==> src/rtl/multi_digit_bcd_to_binary.sv <==
// Sequential packed-BCD to unsigned binary converter.
// Reverse double-dabble: one result bit per clock.
//
// Ports:
//   clk, reset   rising-edge clock, sync active-high reset
//   start        request; taken only when idle
//   bcd_in       DIGITS packed BCD digits, units in [3:0]
//   bin_out      result, held until next done
//   busy         high while shifting
//   done         one-cycle completion pulse
//   err          invalid digit or overflow, held with bin_out
module multi_digit_bcd_to_binary #(
  parameter int DIGITS = 4,
  parameter int BIN_W  = 14
) (
  input  logic                  clk,
  input  logic                  reset,
  input  logic                  start,
  input  logic [4*DIGITS-1:0]   bcd_in,
  output logic [BIN_W-1:0]      bin_out,
  output logic                  busy,
  output logic                  done,
  output logic                  err
);

  localparam int BCD_W = 4 * DIGITS;
  localparam int CNT_W = $clog2(BIN_W + 1);

  typedef enum logic [1:0] {
    IDLE,
    CONV,
    FIN
  } state_t;

  state_t             state_q, state_d;
  logic [BCD_W-1:0]   bcd_q, bcd_d;
  logic [BIN_W-1:0]   bin_q, bin_d;
  logic [CNT_W-1:0]   cnt_q, cnt_d;
  logic               inv_q, inv_d;
  logic [BIN_W-1:0]   bin_out_q, bin_out_d;
  logic               err_q, err_d;
  logic               done_q, done_d;

  logic               bad_digit;
  logic [BCD_W-1:0]   sh_bcd;
  logic [BIN_W-1:0]   sh_bin;
  logic [BCD_W-1:0]   fix_bcd;

  always_comb begin
    bad_digit = 1'b0;
    for (int i = 0; i < DIGITS; i++) begin
      if (bcd_in[4*i +: 4] > 4'd9) begin
        bad_digit = 1'b1;
      end
    end
  end

  // Shift the pair right, then pull every digit that
  // received a carry-in (>=8) back into BCD range.
  always_comb begin
    {sh_bcd, sh_bin} = {bcd_q, bin_q} >> 1;
    fix_bcd = sh_bcd;
    for (int i = 0; i < DIGITS; i++) begin
      if (sh_bcd[4*i +: 4] >= 4'd8) begin
        fix_bcd[4*i +: 4] = sh_bcd[4*i +: 4] - 4'd3;
      end
    end
  end

  always_comb begin
    state_d   = state_q;
    bcd_d     = bcd_q;
    bin_d     = bin_q;
    cnt_d     = cnt_q;
    inv_d     = inv_q;
    bin_out_d = bin_out_q;
    err_d     = err_q;
    done_d    = 1'b0;
    unique case (state_q)
      IDLE: begin
        if (start) begin
          bcd_d   = bcd_in;
          bin_d   = '0;
          cnt_d   = '0;
          inv_d   = bad_digit;
          state_d = bad_digit ? FIN : CONV;
        end
      end
      CONV: begin
        bcd_d = fix_bcd;
        bin_d = sh_bin;
        cnt_d = cnt_q + CNT_W'(1);
        if (cnt_q == CNT_W'(BIN_W - 1)) begin
          state_d = FIN;
        end
      end
      FIN: begin
        done_d    = 1'b1;
        // A nonzero BCD remainder means BIN_W is too narrow.
        err_d     = inv_q | (|bcd_q);
        bin_out_d = err_d ? '0 : bin_q;
        state_d   = IDLE;
      end
      default: begin
        state_d = IDLE;
      end
    endcase
  end

  always_ff @(posedge clk) begin
    if (reset) begin
      state_q   <= IDLE;
      bcd_q     <= '0;
      bin_q     <= '0;
      cnt_q     <= '0;
      inv_q     <= 1'b0;
      bin_out_q <= '0;
      err_q     <= 1'b0;
      done_q    <= 1'b0;
    end else begin
      state_q   <= state_d;
      bcd_q     <= bcd_d;
      bin_q     <= bin_d;
      cnt_q     <= cnt_d;
      inv_q     <= inv_d;
      bin_out_q <= bin_out_d;
      err_q     <= err_d;
      done_q    <= done_d;
    end
  end

  assign bin_out = bin_out_q;
  assign busy    = (state_q == CONV);
  assign done    = done_q;
  assign err     = err_q;

endmodule

==> config.mk <==
export PLATFORM = sky130hd
export DESIGN_NAME = multi_digit_bcd_to_binary
export DESIGN_NICKNAME = d
export VERILOG_FILES = /design/src/rtl/multi_digit_bcd_to_binary.sv
export SDC_FILE = /design/constraint.sdc
export NUM_CORES = 1
export LEC_CHECK = 0
export CAP_MARGIN = 20
export CORE_MARGIN = 5
export CORE_UTILIZATION = 31
export CTS_CLUSTER_SIZE = 20
export DETAILED_ROUTE_END_ITERATION = 8
export GPL_ROUTABILITY_DRIVEN = 0
export SLEW_MARGIN = 30
export SYNTH_ARGS = -nofsm -noshare
export SYNTH_HDL_FRONTEND = slang
export SYNTH_SLANG_ARGS = --single-unit
==> constraint.sdc <==
create_clock -name clk -period 1.4 [get_ports clk]
set_input_delay 0.14 -clock clk [delete_from_list [all_inputs] [get_ports clk]]
set_output_delay 0.14 -clock clk [all_outputs]
set_load 0.02 [all_outputs]
==> metrics.cfg <==
[critical_path]
critical_path_class = flop to flop
r2r-start = bcd_q[0]
path_cells = nor4_4, nand4_1, buf_4, nor3_4, buf_12, a22o_2
crit_fanout = 14
required_ns = 1.65
worst_path_largest_cell_delay_ns = 0.34
cpMaxStageDelayCell = dfxtp_2
worstSetupStartpointType = flop
end_kind = flop
rrSetupSlack_ns = -0.02
cp_top_family = simple AND/OR/NAND/NOR gates
cp_num_buf_inv = 2
cp_data_arrival_time_ns = 1.67
startpoint = bcd_q[0]

[detailed_routing]
route.met2.wl_um = 2537
via_per_inst = 4.711
drt_iter0_markers = 98
met3_length_um = 187
maxUsedRoutingLayer = met4
num_vias = 1856
drc = 0
wl_um = 5203
antenna_left = 0
first_pass_iters = 4
wl_per_cell_um = 13.21
met1_length_um = 2423

[finish]
n_fill_cell = 704
multi_input_area_mm2 = 0.001105
layout.nets = 324
regArea_mm2 = 0.001072
areaGrowthSynthToFinish_pct = 36.22
antennaDiodeCount = 0
drive_above_1_share = 0.2114
instances_no_fill = 394

[yosys]
yosysWarnings = 0
post_synth_num_cell_types = 35
yosysTopAreaCell = dfxtp_1
synthesis.nets = 271
synth-main-ff-cell = dfxtp_1
syn_area_per_cell_um2 = 9.117
ys_top_cells_by_area = dfxtp_1 (48%), a22oi_1 (7.1%), nor2_1 (6.7%), a22o_2 (4.5%), ha_1 (4.5%)
synth-edff-count = 0
synthArstFlopShare = 0
syn_inst = 244
syn_area_mm2 = 0.002225
ys_seq_area_frac = 0.4769
synth_top_area_frac = 0.4769
ys_ff_latch = 53

[placement]
dp_hpwl_um = 3673
dp.cells = 384
numPortBuffers = 35

[timing]
fin_ws_ns = -0.02349
hold_slack_ns = 0.4171
slew_viol_final = 0
fmax_mhz = 702.5
setup_viol = 14
tns_ns = -0.2219
hold_viol = 0
tightest_slew_ns = 0.5423
fin_crit_ns = 1.423
rsz0062_at_grt = true
relSlewSlack = 0.6381
skew_ns = 0.004809
fin_crit_sh = 1.017

[status]
status = finished, violations left
violations = negative setup slack

[clock_network]
path_clk_slew_ns = 0.09
cts_tree = yes
clkSinkCount = 53
clk_latency_ns = 0.30
cts-root-buf = clkbuf_8
hold_buffers = 0
cts_inserted_buffers = 5
cts_buffer_depth = 2
cts_max_level = 2

[pwr]
switching_share = 0.2512
power_density_mw_per_mm2 = 1029
p_switching_uw = 783.2
peakVddDrop_v = 0.0004552
power_frac_clock = 0.330
power_frac_seq = 0.517
p_comb_frac = 0.154
p_leak_nw = 1.322
power.internal_mw = 2.334

[run]
max_cap_viol_count = 0

[floorplanning]
ios = 36
fp.dieH_um = 94.71
fp.dieW_um = 94.71
dieArea_mm2 = 0.008970
num_rows = 30
coreArea_mm2 = 0.006907
initial_core_util = 0.3221

[global_route]
grt_pass1_vias = 1826
grt_overflow_total = 0
grt_usage = 0.1226
grt_first_pass_wirelength_um = 8804
grt_max_degree = 26
antenna_found_initial = 0

[hold_path]
min_path_type = input port to flop
hold_start = bcd_in[12]

-- worst register-to-register path, stage by stage, from the launching register on --
cell,delay [ns]
dfxtp_2,0.34
nor4_4,0.27
nand4_1,0.11
buf_4,0.17
nor3_4,0.19
buf_12,0.16
a22o_2,0.13
-- final timing paths --
| path | endpoint | cells after the start |
|---|---|---|
| worst max-delay path | bin_out[13] | 6 |
| worst min-delay path | bcd_q[12] | 3 |
| worst max register to register | bin_out[13] | 6 |
| worst min register to register | bin_out[7] | 1 |
-- cell usage after synthesis, types with 2 or more instances --
| cell | n |
|---|---|
| dfxtp_1 | 53 |
| nor2_1 | 40 |
| nand2_1 | 23 |
| a22oi_1 | 21 |
| a21oi_1 | 15 |
| a22o_2 | 10 |
| ha_1 | 8 |
| inv_1 | 8 |
| buf_2 | 7 |
| nor4_1 | 6 |
| o211ai_1 | 6 |
| clkbuf_1 | 5 |
| a22o_1 | 4 |
| nand2b_1 | 4 |
| o21ai_0 | 4 |
| a311oi_1 | 3 |
| nand4_1 | 3 |
| xnor2_1 | 3 |
| xor2_1 | 3 |
| a211oi_1 | 2 |
| nor3_1 | 2 |
-- power groups by stage --
stage	registers, mW	logic, mW	clock network [mW]
floorplan	1.64	0.239	0
global placement	1.64	0.452	0
detailed placement	1.64	0.456	0
CTS	1.61	0.468	1.06
global route	1.62	0.532	1.13
finish	1.61	0.479	1.03
-- area by class of cell --
type | instances | share of cell area
multi-input combinational | 168 | 0.3646
sequential | 53 | 0.3538
timing repair buffer | 60 | 0.1941
tap | 96 | 0.03964
clock buffer | 6 | 0.02395
clock inverter | 2 | 0.01280
inverter | 9 | 0.01115
-- layout by cell type (no fill, tap or decap), types with 2 or more instances in the layout --
master	Yosys	routed
clkbuf_8	0	5
a22o_1	4	4
dlymetal6s2s_1	0	7
xnor2_1	3	2
o211ai_1	6	6
nor2_1	40	39
a21oi_1	15	15
dfxtp_1	53	46
xor2_1	3	3
buf_12	0	3
nand2_1	23	23
a211oi_1	2	2
a22oi_1	21	21
nand2b_1	4	4
dfxtp_2	0	6
inv_1	8	8
clkdlybuf4s50_1	0	19
nor3_1	2	2
buf_4	0	21
dlygate4sd2_1	0	8
a22o_2	10	10
nand4_1	3	3
nor4_1	6	5
a311oi_1	3	3
o21ai_0	4	4
ha_1	8	7
-- what timing repair did --
action,4_1_cts,5_1_grt
setup buffers,1,1
setup endpoints to repair,23,26
pin swaps,1,4
resized for setup,16,18
-- flip-flops by register name, indices dropped and copies added, names as in the netlist --
signal / flops
bcd_q: 16
err: 1
bin_out: 14
state_q: 2
cnt_q: 4
bin_q: 14
done: 1
inv_q: 1
-- stage by stage --
step,cell area (µm²),utilization,total power [mW],setup slack [ns]
floorplan,2225,-,1.882,0.04290
global placement,2840,0.4112,2.088,-0.2344
detailed placement,2840,0.4112,2.093,-0.2404
CTS,2964,0.4292,3.132,-0.03342
global route,3030,0.4388,3.279,-0.1171
finish,3030,0.4388,3.117,-0.02349
-- metal layers --
metal,vias to the layer above,track usage
met5,-,0
li1,964,-
met1,858,0.1647
met4,0,0.03606
met3,4,0.02390
met2,30,0.1991
-- kinds of logic (layout without fill, tap and decap cells) --
kind of cell	Yosys count	in the layout	share of synthesized area
AO/OA/AOI/OAI	68	68	0.2238
XOR/XNOR	6	6	0.02363
adder cells (fa/ha/maj)	8	8	0.04500
buffers and inverters	23	77	0.04612
flip-flops	53	53	0.4769
multiplexers	1	1	0.005062
AND/OR/NAND/NOR	85	85	0.1794
Power figures use the tool's default switching activity.
